--- config.mk ---
export PLATFORM = sky130hd
export DESIGN_NAME = issue_scheduler
export DESIGN_NICKNAME = d
export VERILOG_FILES = /design/src/rtl/issue_scheduler.sv
export SDC_FILE = /design/constraint.sdc
export NUM_CORES = 1
export LEC_CHECK = 0
export CORE_MARGIN = 2
export CORE_UTILIZATION = 56
export DETAILED_ROUTE_END_ITERATION = 16
export DONT_BUFFER_PORTS = 1
export MAX_ROUTING_LAYER = met4
export PLACE_DENSITY_LB_ADDON = 0.1
export SKIP_LAST_GASP = 1
export SYNTH_ARGS = -nofsm -noshare
export SYNTH_HDL_FRONTEND = slang
export SYNTH_SLANG_ARGS = --single-unit
--- constraint.sdc ---
create_clock -name clk -period 2.1 [get_ports clk]
set_input_delay 0.105 -clock clk [delete_from_list [all_inputs] [get_ports clk]]
set_output_delay 0.105 -clock clk [all_outputs]
set_load 0.05 [all_outputs]
--- src/rtl/issue_scheduler.sv ---
// Issue scheduler with register-hazard interlock between fetch and decoder_32.
// Latency: one cycle from accept to out_instruction; bubbles are also one cycle.
// Backpressure: in_ready drops while the offered instruction has a hazard; never stalled from downstream.
//
// Ports:
//   clk, reset            - single rising-edge clock, synchronous active-high reset
//   in_valid/in_ready     - fetch handshake; in_ready is combinational and ignores in_valid
//   in_instruction        - MIPS word, held stable by fetch while refused
//   out_valid             - out_instruction carries a real instruction
//   out_instruction       - registered word for decode, 32'h0 on bubble or idle
//   out_stall             - one cycle high per hazard bubble
//   stall_count           - saturating count of hazard bubbles
//
// Optional build macro ISSUE_FWD_EN: a forwarding datapath exists downstream,
// so only load-use against the newest scoreboard entry interlocks.
module issue_scheduler #(
  parameter int DEPTH = 2,   // issue-to-writeback distance, legal 1..4
  parameter int CNT_W = 16
) (
  input  logic             clk,
  input  logic             reset,
  input  logic             in_valid,
  input  logic [31:0]      in_instruction,
  output logic             in_ready,
  output logic             out_valid,
  output logic [31:0]      out_instruction,
  output logic             out_stall,
  output logic [CNT_W-1:0] stall_count
);

  typedef struct packed {
    logic       vld;
    logic [4:0] rd;
    logic       is_load;
  } sb_entry_t;

  // Entry 0 is the most recent issue slot; the run/stall condition is not
  // kept separately, out_stall already records whether the last slot bubbled.
  sb_entry_t sb [DEPTH];

  logic [5:0] op;
  logic [4:0] rs, rt, rd;
  assign op = in_instruction[31:26];
  assign rs = in_instruction[25:21];
  assign rt = in_instruction[20:16];
  assign rd = in_instruction[15:11];

  logic [4:0] dst;
  logic       dst_load;
  logic       use_rs, use_rt;
  sb_entry_t  new_entry;

  always_comb begin
    dst      = 5'd0;
    dst_load = 1'b0;
    use_rs   = 1'b0;
    use_rt   = 1'b0;
    case (op)
      6'h00: begin                                   // R-type
        dst    = rd;
        use_rs = 1'b1;
        use_rt = 1'b1;
      end
      6'h08, 6'h09, 6'h0A, 6'h0B, 6'h0C, 6'h0D, 6'h0E, 6'h0F: begin
        dst    = rt;
        use_rs = 1'b1;
      end
      6'h23: begin                                   // lw
        dst      = rt;
        dst_load = 1'b1;
        use_rs   = 1'b1;
      end
      6'h03: dst = 5'd31;                            // jal
      6'h02: ;                                       // j
      6'h2B, 6'h04, 6'h05: begin                     // sw, beq, bne
        use_rs = 1'b1;
        use_rt = 1'b1;
      end
      default: use_rs = 1'b1;
    endcase
    // A write to $0 is discarded, so it never creates a dependency.
    new_entry.vld     = |dst;
    new_entry.rd      = dst;
    new_entry.is_load = dst_load & (|dst);
  end

  logic src_rs_vld, src_rt_vld;
  assign src_rs_vld = use_rs && (rs != 5'd0);
  assign src_rt_vld = use_rt && (rt != 5'd0);

  // The check runs against the scoreboard before this instruction enters it,
  // so an instruction reading its own destination only sees older producers.
  logic hazard;
  always_comb begin
    hazard = 1'b0;
`ifdef ISSUE_FWD_EN
    if (sb[0].vld && sb[0].is_load &&
        ((src_rs_vld && (rs == sb[0].rd)) || (src_rt_vld && (rt == sb[0].rd))))
      hazard = 1'b1;
`else
    for (int i = 0; i < DEPTH; i++) begin
      if (sb[i].vld &&
          ((src_rs_vld && (rs == sb[i].rd)) || (src_rt_vld && (rt == sb[i].rd))))
        hazard = 1'b1;
    end
`endif
  end

  logic accept;
  assign in_ready = !reset && !hazard;
  assign accept   = in_valid && in_ready;

  always_ff @(posedge clk) begin
    if (reset) begin
      out_valid       <= 1'b0;
      out_instruction <= 32'h0;
      out_stall       <= 1'b0;
      stall_count     <= '0;
      for (int i = 0; i < DEPTH; i++) sb[i] <= '0;
    end else begin
      out_valid       <= accept;
      out_instruction <= accept ? in_instruction : 32'h0;
      out_stall       <= in_valid && hazard;
      if (in_valid && hazard && (stall_count != {CNT_W{1'b1}}))
        stall_count <= stall_count + CNT_W'(1);
      // Bubbles and idle slots push an invalid entry so producers age out.
      sb[0] <= accept ? new_entry : '0;
      for (int i = 1; i < DEPTH; i++) sb[i] <= sb[i-1];
    end
  end

  // The oldest entry only feeds the hazard compare (and not at all when
  // forwarding is built in); it is never shifted further.
  logic unused_tail;
  assign unused_tail = ^sb[DEPTH-1];

endmodule

==> results of run 1 <==
[where the power goes]
| part | internal, mW | total (mW) | switching (mW) |
|---|---|---|---|
| Combinational | 0.0923 | 0.155 | 0.0628 |
| Sequential | 1.20 | 1.31 | 0.103 |
| Clock | 0.676 | 1.15 | 0.472 |
| Total | 1.97 | 2.61 | 0.638 |
[cells in the mapped netlist (2+ instances only)]
library cell	n	area share
sky130_fd_sc_hd__a21oi_1	19	0.037
sky130_fd_sc_hd__and2_1	34	0.084
sky130_fd_sc_hd__and3_1	3	0.0074
sky130_fd_sc_hd__and4_1	2	0.0069
sky130_fd_sc_hd__buf_2	3	0.0059
sky130_fd_sc_hd__buf_6	2	0.0088
sky130_fd_sc_hd__clkbuf_1	5	0.0074
sky130_fd_sc_hd__dfxtp_1	62	0.49
sky130_fd_sc_hd__inv_1	4	0.0059
sky130_fd_sc_hd__mux2_2	5	0.022
sky130_fd_sc_hd__nand2_1	16	0.024
sky130_fd_sc_hd__nand2b_1	2	0.0049
sky130_fd_sc_hd__nand3_1	9	0.018
sky130_fd_sc_hd__nand4_1	5	0.012
sky130_fd_sc_hd__nor2_1	11	0.016
sky130_fd_sc_hd__nor2b_1	18	0.044
sky130_fd_sc_hd__nor3_1	2	0.0039
sky130_fd_sc_hd__nor4_1	2	0.0049
sky130_fd_sc_hd__nor4b_1	2	0.0069
sky130_fd_sc_hd__o21ai_1	5	0.0098
sky130_fd_sc_hd__o22ai_1	2	0.0049
sky130_fd_sc_hd__o31ai_1	3	0.0088
sky130_fd_sc_hd__or3_1	6	0.015
sky130_fd_sc_hd__or4_1	6	0.018
sky130_fd_sc_hd__xnor2_1	20	0.069
[flip-flops by register name, indices dropped and copies added, names as in the netlist]
signal           cells
out_valid            1
out_stall            1
out_instruction     32
sb                  12
stall_count         16
[cell type report]
| cell class | count | area (um2) |
|---|---|---|
| multi-input combinational | 189 | 1270 |
| timing repair buffer | 59 | 546 |
| inverter | 4 | 15.0 |
| clock buffer | 10 | 128 |
| fill | 306 | 982 |
| clock inverter | 6 | 93.8 |
| tap | 52 | 65.1 |
| sequential | 62 | 1250 |
[through the flow]
| stage | worst slack, ns | power [mW] | cell area (um2) | std cells | TNS, ns |
|---|---|---|---|---|---|
| 4_1_cts | 0.0142 | 2.62 | 3310 | 379 | 0 |
| 3_5_place_dp | -0.0180 | 1.43 | 2750 | 330 | -0.0180 |
| 6_report | 0.0796 | 2.61 | 3370 | 382 | 0 |
| 2_1_floorplan | 0.00701 | 1.41 | 2560 | 265 | 0 |
| 5_1_grt | -0.0329 | 2.70 | 3370 | 382 | -0.0587 |
| 3_3_place_gp | 0.0569 | 1.43 | 2750 | 330 | 0 |
[layer usage]
layer  part of all wire  up-vias
met5                  0        -
met4              0.026        0
met3              0.056       14
met2               0.49       73
met1               0.42      962
li1                   -     1038
[kinds of logic (layout without fill, tap and decap cells)]
family	Yosys count	count (layout)
simple gates	122	122
flops	62	62
buf+inv	15	79
mux	7	7
fa+ha+maj	1	1
xor+xnor	20	20
compound gates	38	39
[worst max-delay path: cells and delay by family (launching register included)]
kind	cells	cell delay (ns)
buf+inv	1	0.19
simple gates	2	0.66
xor+xnor	1	0.14
compound gates	3	0.56
flops	1	0.38
[what timing repair did]
| item | in CTS | in global routing |
|---|---|---|
| endpoints found under the hold margin | 55 | 0 |
| buffers inserted | 0 | 2 |
| hold buffers | 33 | 0 |
| pin swaps | 0 | 4 |
| cloned | 0 | 1 |
| setup endpoints to repair | 5 | 12 |
| resized for setup | 1 | 7 |
[final timing paths]
check                                         start                           to  slack, ns  cells after the start
worst max-delay path            sb[0][4]$_SDFF_PP0_  stall_count[3]$_SDFFE_PP0P_       0.08                      7
worst min-delay path             in_instruction[17]          sb[0][2]$_SDFF_PP0_     0.0008                      2
worst max register to register  sb[0][4]$_SDFF_PP0_  stall_count[3]$_SDFFE_PP0P_       0.08                      7
worst min register to register  sb[0][2]$_SDFF_PP0_          sb[0][9]$_SDFF_PP0_       0.50                      1
==> results.md, run 1 <==
* Clock Pin Slew Worst Setup and Hold Paths at 0.07 ns
* Synthesized-area fraction occupied by and/or/nand/nor cells at 0.280
* Final ANT Viol Nets at 0
* Area growth from synthesis to layout at 32.4%
* Transition at the pin with the smallest max-transition slack at 0.795 ns
* Synthesized area per cell at 9.61 um2
* # DRC at 0
* Area share of fa/ha/maj cells after synthesis at 0.00491
* Worst EP arrival at 2.27 ns
* Dominant combinational cell family by area after synthesis: simple AND/OR/NAND/NOR gates
* Synth Net Count at about 300
* H-tree depth at 3
* Vias after detailed routing at ~2100
* Hold Violations, Final at 0
* Placed wire-length estimate at around 3600 um
* Number of enable flip-flop cells after synthesis at 0
* Detailed Route Iter0 Violations at 79
* CTS Root Buffer Type: sky130_fd_sc_hd__clkbuf_8
* CTS tree: done
* Total routing resource utilization after global routing at 0.244
* Count of cell types in the netlist at 42
* Leakage power at 1.25 nW
* Cell with the biggest individual delay on the critical path: sky130_fd_sc_hd__or4_1
* Die outline height at 71.4 um
* Fin Hold WS at 0.000787 ns
* Sequential area share after synthesis at 0.487
* Stage delay of the slowest cell on the critical path at 0.49 ns
* Multiplexer share of the synthesized area at 0.0319
* Share of the synthesized area in compound gates (AO/OA/AOI/OAI) at 0.0973
* Result of the run: finished clean
* Primary FF master, synth: sky130_fd_sc_hd__dfxtp_1
* N_diodes at 0
* Final core utilization at 0.774
* Die Footprint at 0.00510 mm2
* Count of clock tree sinks at 62
* Row Count at 24
* Met3 GRT Util at 0.0534
* Area of the mapped netlist at 0.00255 mm2
* Gate count of the mapped netlist at between 200 and 300
* Worst-skew pair later-pin latency at 0.33 ns
* Input/output buffers at 0
* Cell-by-cell listing of the critical path: xnor2_1, nand4_1, o22ai_4, a32oi_4, buf_6, or4_1, a21oi_1
* Clock buffer count from CTS at 9
* # IOs at between 80 and 90
* Fraction of the cycle the final worst path needs at 0.962
* Critical path startpoint category: flop
* Overflow after GRT at 0
* Final setup violation count at 0
* Worst supply voltage drop on vdd at 0.528 mV
* Post-synthesis sequential element count at 62
* Layer carrying the most global-route usage: met2
* Largest net degree at the start of global routing at 40
* Worst clock skew at 0.00759 ns
* Max-slew violation count at 0
* Iteration count of the initial detailed-routing pass at 4
* Minimum clock period at 2.02 ns
* Worst Setup Path Type: flop to flop
* Normalized max-slew margin at 0.468
* Path class of the lowest-slack min-delay path: input port to flop
* Initial core utilization at 0.585
* Number of nets in the layout at about 360
* Required @ worst endpoint at 2.35 ns
* Initial antenna violation count at 0
* CORE AREA at 0.00435 mm2
* Global routing usage on met2 at 0.409
* Critical-path maximum fanout at 11
* Category of the worst setup path capture point: flop
* Most common cell after layout, fill and taps aside: sky130_fd_sc_hd__dfxtp_1
* First-pass GRT wire length at between 9000 and 10000 um
* Maximum capacitance violations at 0
* Maximum clock path buffer count at 2
* Via-to-Cell Ratio at ~5.5
* Width of the die at 71.4 um
* Warnings, synthesis at 0
* Number of global-route vias before repair at 2121
* Met1 usage in global routing at 0.274
* Layout cells sized above 1 at 0.194
* RSZ-0062 raised after global routing: yes
* Share of flip-flops with an asynchronous set or reset at 0
* WL/cell at 15.2 um
* Final RePlAce weighted congestion at about 0.87
* Fmax at just under 500 MHz
* Xor and xnor area share after synthesis at 0.0688
* Routed wire length at 5800 um
* Power per cell area at 774 mW/mm2
* Most frequent cells in the layout: sky130_fd_sc_hd__dfxtp_1, sky130_fd_sc_hd__and2_1, sky130_fd_sc_hd__dlygate4sd3_1
Note: power is estimated with default switching activity, not from simulation.
==> inputs of run 2 (changes only) <==
- CORE_UTILIZATION: 56 -> 58
- clock period: 2.1 -> 2 ns (I/O delays scaled with it)
==> results.md, run 2 (same netlist as run 1, synthesis figures left out) <==
* Result of the run: finished, violations left (was finished clean)
* Failing checks: negative hold slack, negative setup slack
* Number of global-route vias before repair at 2303 (was 2121)
* # DRC at 0 (unchanged)
* Worst EP arrival at 2.37 ns (was 2.27 ns)
* Area growth from synthesis to layout at 45.0% (was 32.4%)
* Quantity of hold-fixing buffers added after cts at 39 (was 33)
* Filler cell count at 221 (was 306)
* Largest register FFs at 32 (unchanged)
* Number of nets in the layout at 382 (was 361)
* Final ANT Viol Nets at 0 (unchanged)
* Most frequent cells in the layout: sky130_fd_sc_hd__dfxtp_1, sky130_fd_sc_hd__dlygate4sd3_1, sky130_fd_sc_hd__buf_4 (was sky130_fd_sc_hd__dfxtp_1, sky130_fd_sc_hd__and2_1, sky130_fd_sc_hd__dlygate4sd3_1)
* CTS tree: done (unchanged)
* Minimum clock period at 2.11 ns (was 2.02 ns)
* Fmax at 473 MHz (was 495 MHz)
* Width of the die at 70.3 um (was 71.4 um)
* Clock buffer count from CTS at 9 (unchanged)
* First-pass GRT wire length at 10700 um (was 9420 um)
* Maximum capacitance violations at 0 (unchanged)
* Power per cell area at 740 mW/mm2 (was 774 mW/mm2)
* Placed cell count at 341 (was 330)
* Die outline height at 70.3 um (was 71.4 um)
* RSZ-0062 raised after global routing: yes (unchanged)
* Critical-path maximum fanout at 7 (was 11)
* Top Registers: out_instruction: 32 flops, stall_count: 16 flops, sb: 12 flops (unchanged)
* Category of the worst setup path capture point: flop (unchanged)
* CORE AREA at 0.00429 mm2 (was 0.00435 mm2)
* Detailed Route Iter0 Violations at 117 (was 79)
* Via-to-Cell Ratio at 5.57 (was 5.46)
* Path class of the lowest-slack min-delay path: input port to flop (unchanged)
* Count of clock tree sinks at 62 (unchanged)
* Layout cells sized above 1 at 0.316 (was 0.194)
* # IOs at 86 (unchanged)
* Normalized max-slew margin at 0.532 (was 0.468)
* Max-slew violation count at 0 (unchanged)
* Register with the most flip-flops: out_instruction (unchanged)
* Transition at the pin with the smallest max-transition slack at 0.697 ns (was 0.795 ns)
* Initial core utilization at 0.593 (was 0.585)
* Leakage power at 1.42 nW (was 1.25 nW)
* Vias after detailed routing at 2243 (was 2087)
* CTS Root Buffer Type: sky130_fd_sc_hd__clkbuf_8 (unchanged)
* Critical path startpoint category: flop (unchanged)
* Multi-input gate area in the final layout at 0.00139 mm2 (was 0.00127 mm2)
* Fin cells at 403 (was 382)
* Required @ worst endpoint at 2.26 ns (was 2.35 ns)
* Placed wire-length estimate at 3830 um (was 3630 um)
* H-tree depth at 3 (unchanged)
* Maximum clock path buffer count at 2 (unchanged)
* Most common cell after layout, fill and taps aside: sky130_fd_sc_hd__dfxtp_1 (unchanged)
* Crit path from: sb[0][9]$_SDFF_PP0_ (was sb[0][4]$_SDFF_PP0_)
* Startpoint of the lowest-slack hold path: reset (was in_instruction[17])
* Clock Pin Slew Worst Setup and Hold Paths at 0.07 ns (about the same)
* Fraction of the cycle the final worst path needs at 1.06 (was 0.962)
* Routed wire length at 6780 um (was 5800 um)
* Hold Violations, Final at 11 (was 0)
* Final RePlAce weighted congestion at 0.777 (was 0.871)
* Input/output buffers at 0 (unchanged)
* N_diodes at 0 (unchanged)
* Iteration count of the initial detailed-routing pass at 5 (was 4)
* Row Count at 24 (unchanged)
* Fin Hold WS at -0.183 ns (was 0.000787 ns)
* Overflow after GRT at 0 (unchanged)
* Total routing resource utilization after global routing at 0.284 (was 0.244)
* Final Worst Setup Slack at -0.114 ns (was 0.0796 ns)
* Area used by sequential logic in the layout at 0.00127 mm2 (was 0.00125 mm2)
* WL/cell at 16.8 um (was 15.2 um)
* Worst-skew pair later-pin latency at 0.33 ns (about the same)
* Initial antenna violation count at 0 (unchanged)
* Die Footprint at 0.00494 mm2 (was 0.00510 mm2)
* Largest net degree at the start of global routing at 31 (was 40)
* RR Startpoint: sb[0][9]$_SDFF_PP0_ (was sb[0][4]$_SDFF_PP0_)
* Worst clock skew at 0.00865 ns (was 0.00759 ns)
* Worst Setup Path Type: flop to flop (unchanged)
* Worst supply voltage drop on vdd at 0.605 mV (was 0.528 mV)
* Total power at 2.73 mW (was 2.61 mW)
* Final setup violation count at 27 (was 0)
[run 2: changes by cell type in the layout (fill, tap and decap cells not counted), moves of 6 or more]
cell and delta:
sky130_fd_sc_hd__dfxtp_2 +7, sky130_fd_sc_hd__buf_4 +11, sky130_fd_sc_hd__dlygate4sd3_1 +6, sky130_fd_sc_hd__dfxtp_1 -8
[run 2: final cells by class]
class                           instances  share of cell area
Clock inverter                          4              0.0139
Timing Repair Buffer                   80               0.196
Clock buffer                           12              0.0478
Tap cell                               52              0.0176
Sequential cell                        62               0.343
Inverter                                4             0.00407
Multi-Input combinational cell        189               0.378
[run 2: through the flow]
stage               hold WS, ns   util  TNS [ns]  setup WS, ns  cell area [um2]
floorplan                 0.222      -         0        0.0289             2560
global route             -0.202  0.860     -5.84        -0.206             3690
global placement          0.156  0.659    -0.362       -0.0895             2830
detailed placement        0.156  0.659    -0.388       -0.0856             2830
finish                   -0.183  0.860    -0.642        -0.114             3690
CTS                      -0.196  0.827         0       0.00284             3550
[run 2: worst paths after layout]
check / end / slack [ns] / depth (start not counted)
hold / removal: stall_count[3]$_SDFFE_PP0P_ / -0.18 / 1
setup reg to reg: stall_count[2]$_SDFFE_PP0P_ / -0.11 / 9
hold reg to reg: stall_count[4]$_SDFFE_PP0P_ / 0.48 / 1
setup / recovery: stall_count[2]$_SDFFE_PP0P_ / -0.11 / 9
[run 2: critical path: stages, from the launching register on]
cell and delay (ns):
sky130_fd_sc_hd__dfxtp_1 0.34, sky130_fd_sc_hd__buf_4 0.14, sky130_fd_sc_hd__xnor2_1 0.23, sky130_fd_sc_hd__nand2_1 0.12
sky130_fd_sc_hd__o22ai_2 0.16, sky130_fd_sc_hd__buf_6 0.14, sky130_fd_sc_hd__a32oi_4 0.08, sky130_fd_sc_hd__buf_6 0.19
sky130_fd_sc_hd__or4_4 0.49, sky130_fd_sc_hd__a21oi_2 0.14
[run 2: where the power goes]
group	internal [mW]	total, mW	switching [mW]
Sequential	1.26	1.37	0.108
Combinational	0.107	0.174	0.0667
Clock	0.719	1.19	0.471
Total	2.09	2.73	0.646
[run 2: routing by layer]
layer	routed length [um]	global-route usage	vias to the layer above	part of all wire
met2	3660	0.495	86	0.54
met3	362	0.0722	19	0.053
met1	2610	0.312	1059	0.38
li1	-	-	1079	-
met4	149	0.100	0	0.022
met5	0	-	-	0
[run 2: repair_timing]
| item | in CTS | in global routing |
|---|---|---|
| pin swaps | 5 | 19 |
| endpoints found under the hold margin | 55 | 11 |
| buffers inserted | 5 | 1 |
| cloned | 0 | 1 |
| setup endpoints to repair | 8 | 17 |
| resized for setup | 14 | 27 |
==> inputs of run 3 (changes only) <==
- REMOVE_ABC_BUFFERS: default -> 1
==> results.md, run 3 (same netlist as run 1, synthesis figures left out) <==
* Result of the run: finished, violations left (unchanged)
* Failing checks: negative hold slack, negative setup slack (unchanged)
* Minimum clock period at 2.02 ns (was 2.11 ns)
* H-tree depth at 3 (unchanged)
* Critical path startpoint category: flop (unchanged)
* Worst Hold Path Cells at 1 (unchanged)
* Width of the die at 70.3 um (unchanged)
* Detailed Route Iter0 Violations at 127 (was 117)
* Register with the most flip-flops: out_instruction (unchanged)
* Largest register FFs at 32 (unchanged)
* Category of the worst setup path capture point: flop (unchanged)
* Die Footprint at 0.00494 mm2 (unchanged)
* # IOs at 86 (unchanged)
* Initial core utilization at 0.593 (unchanged)
* Switching power of the nets at 707 uW (was 646 uW)
* Hold Path Sink: stall_count[15]$_SDFFE_PP0P_ (was stall_count[3]$_SDFFE_PP0P_)
* Internal power at 2.12 mW (was 2.09 mW)
* Crit path from: sb[0][2]$_SDFF_PP0_ (was sb[0][9]$_SDFF_PP0_)
* Filler cell count at 231 (was 221)
* Net Sw Frac at 0.250 (was 0.236)
* Cell area after placement at 0.00281 mm2 (was 0.00283 mm2)
* Final Worst Setup Slack at -0.0191 ns (was -0.114 ns)
* Layout cells sized above 1 at 0.282 (was 0.316)
* CTS Root Buffer Type: sky130_fd_sc_hd__clkbuf_8 (unchanged)
* Worst Setup Path Type: flop to flop (unchanged)
* Worst supply voltage drop on vdd at 0.564 mV (was 0.605 mV)
* Worst flop-to-flop path endpoint: stall_count[2]$_SDFFE_PP0P_ (unchanged)
* Fin Hold WS at -0.178 ns (was -0.183 ns)
* Flop-to-flop setup slack at -0.02 ns (was -0.11 ns)
* Fin cells at 400 (was 403)
* N_diodes at 0 (unchanged)
* # DRC at 0 (unchanged)
* RSZ-0062 raised after global routing: yes (unchanged)
* Path class of the lowest-slack min-delay path: input port to flop (unchanged)
* Placed wire-length estimate at 3990 um (was 3830 um)
* Number of nets in the layout at 379 (was 382)
* Largest net degree at the start of global routing at 40 (was 31)
* Most frequent cells in the layout: sky130_fd_sc_hd__dfxtp_1, sky130_fd_sc_hd__dlygate4sd3_1, sky130_fd_sc_hd__and2_1 (was sky130_fd_sc_hd__dfxtp_1, sky130_fd_sc_hd__dlygate4sd3_1, sky130_fd_sc_hd__buf_4)
* Via-to-Cell Ratio at 5.65 (was 5.57)
* WL/cell at 18.0 um (was 16.8 um)
* Relative contribution of sequential cells to total power at 0.486 (was 0.501)
* Worst clock skew at 0.0181 ns (was 0.00865 ns)
* Count of clock tree sinks at 62 (unchanged)
* Total routing resource utilization after global routing at 0.290 (was 0.284)
* Iteration count of the initial detailed-routing pass at 4 (was 5)
* Maximum clock path buffer count at 2 (unchanged)
* Critical-path maximum fanout at 8 (was 7)
* Fin area at 0.00370 mm2 (was 0.00369 mm2)
* Initial antenna violation count at 0 (unchanged)
* Clock group share of total power at 0.449 (was 0.435)
* Quantity of hold-fixing buffers added after cts at 43 (was 39)
* Vias after detailed routing at 2259 (was 2243)
* Multi-input gate area in the final layout at 0.00140 mm2 (was 0.00139 mm2)
* Max-slew violation count at 0 (unchanged)
* Area growth from synthesis to layout at 45.2% (was 45.0%)
* Worst EP arrival at 2.29 ns (was 2.37 ns)
* Maximum capacitance violations at 0 (unchanged)
* Logic pwr share at 0.064 (about the same)
* Input/output buffers at 0 (unchanged)
* Transition at the pin with the smallest max-transition slack at 0.515 ns (was 0.697 ns)
* Row Count at 24 (unchanged)
* Area used by sequential logic in the layout at 0.00125 mm2 (was 0.00127 mm2)
* Final core utilization at 0.861 (was 0.860)
* Leakage power at 1.42 nW (about the same)
* Required @ worst endpoint at 2.27 ns (was 2.26 ns)
* CORE AREA at 0.00429 mm2 (unchanged)
* Hold Violations, Final at 11 (unchanged)
* Placed cell count at 337 (was 341)
* Overflow after GRT at 0 (unchanged)
* Fraction of the cycle the final worst path needs at 1.01 (was 1.06)
* Power per cell area at 765 mW/mm2 (was 740 mW/mm2)
* Worst-case reg-to-reg path depth at 8 (was 9)
* Final ANT Viol Nets at 0 (unchanged)
* Routed wire length at 7210 um (was 6780 um)
* First-pass GRT wire length at 10800 um (was 10700 um)
* Clock buffer count from CTS at 9 (unchanged)
* Fmax at 495 MHz (was 473 MHz)
* RR Startpoint: sb[0][2]$_SDFF_PP0_ (was sb[0][9]$_SDFF_PP0_)
* Final setup violation count at 4 (was 27)
* Top Registers: out_instruction: 32 flops, stall_count: 16 flops, sb: 12 flops (unchanged)
* Normalized max-slew margin at 0.654 (was 0.532)
* Clock Pin Slew Worst Setup and Hold Paths at 0.07 ns (about the same)
* Number of global-route vias before repair at 2222 (was 2303)
* Pre-CTS setup slack at -0.134 ns (was -0.0856 ns)
* Total power at 2.83 mW (was 2.73 mW)
* Final RePlAce weighted congestion at 0.769 (was 0.777)
* CTS tree: done (unchanged)
* Die outline height at 70.3 um (unchanged)
* Startpoint of the lowest-slack hold path: reset (unchanged)
* Most common cell after layout, fill and taps aside: sky130_fd_sc_hd__dfxtp_1 (unchanged)
* Worst-skew pair later-pin latency at 0.35 ns (was 0.33 ns)
-- run 3: cell count changes in the layout (fill, tap and decap cells not counted), moves of 2 or more --
cell                            delta
sky130_fd_sc_hd__dfxtp_2           -4
sky130_fd_sc_hd__a21oi_2           -2
sky130_fd_sc_hd__xnor2_2           +5
sky130_fd_sc_hd__dfxtp_1           +6
sky130_fd_sc_hd__a21oi_1           +2
sky130_fd_sc_hd__buf_12            +2
sky130_fd_sc_hd__xnor2_1           -5
sky130_fd_sc_hd__dlygate4sd3_1     +4
sky130_fd_sc_hd__dfxtp_4           -2
sky130_fd_sc_hd__buf_4             -5
sky130_fd_sc_hd__buf_6             -4
-- run 3: how the worst max path moves through the flow --
| stage | to | slack (ns) | cells after the start |
|---|---|---|---|
| global route | stall_count[2]$_SDFFE_PP0P_ | -0.10 | 8 |
| CTS | stall_count[2]$_SDFFE_PP0P_ | -0.0006 | 9 |
| floorplan | stall_count[6]$_SDFFE_PP0P_ | -0.49 | 7 |
| finish | stall_count[2]$_SDFFE_PP0P_ | -0.02 | 8 |
| detailed placement | stall_count[8]$_SDFFE_PP0P_ | -0.13 | 7 |
| global placement | stall_count[12]$_SDFFE_PP0P_ | -0.05 | 7 |
-- run 3: repair_timing --
action                                  CTS  global route
pin swaps                                 1            20
gates resized for setup                   7            40
endpoints found under the setup margin   12            15
endpoints found under the hold margin    57            11
setup buffers                             1             3
-- run 3: area by class of cell --
| class | count | area share |
|---|---|---|
| clock inverter | 6 | 0.0254 |
| sequential | 62 | 0.339 |
| clock buffer | 10 | 0.0372 |
| timing repair buffer | 78 | 0.199 |
| multi-input combinational | 188 | 0.377 |
| inverter | 4 | 0.00406 |
| tap | 52 | 0.0176 |
-- run 3: stage by stage --
step	hold slack, ns	TNS (ns)
2_1_floorplan	0.162	-4.56
3_3_place_gp	0.166	-0.165
3_5_place_dp	0.167	-0.606
4_1_cts	-0.187	-0.000646
5_1_grt	-0.193	-0.827
6_report	-0.178	-0.0509
-- run 3: routing by layer --
metal,vias up,wire length (um),track usage
met3,17,436,0.0837
met4,0,148,0.0962
met5,-,0,-
li1,1066,-,-
met1,1080,2860,0.339
met2,96,3770,0.478
-- run 3: power groups by stage --
stage               clock network [mW]  registers, mW  logic [mW]
floorplan                            0           1.40      0.0784
global placement                     0           1.40      0.0989
detailed placement                   0           1.40       0.102
CTS                               1.27           1.38       0.163
global route                      1.34           1.38       0.196
finish                            1.27           1.38       0.182
-- run 3: worst max-delay path, cell delays in order (launching register included) --
cell	delay [ns]
sky130_fd_sc_hd__dfxtp_2	0.34
sky130_fd_sc_hd__xnor2_2	0.15
sky130_fd_sc_hd__nand4_1	0.17
sky130_fd_sc_hd__o22ai_2	0.24
sky130_fd_sc_hd__a32oi_4	0.15
sky130_fd_sc_hd__buf_12	0.17
sky130_fd_sc_hd__buf_4	0.14
sky130_fd_sc_hd__or4_4	0.47
sky130_fd_sc_hd__a21oi_1	0.12
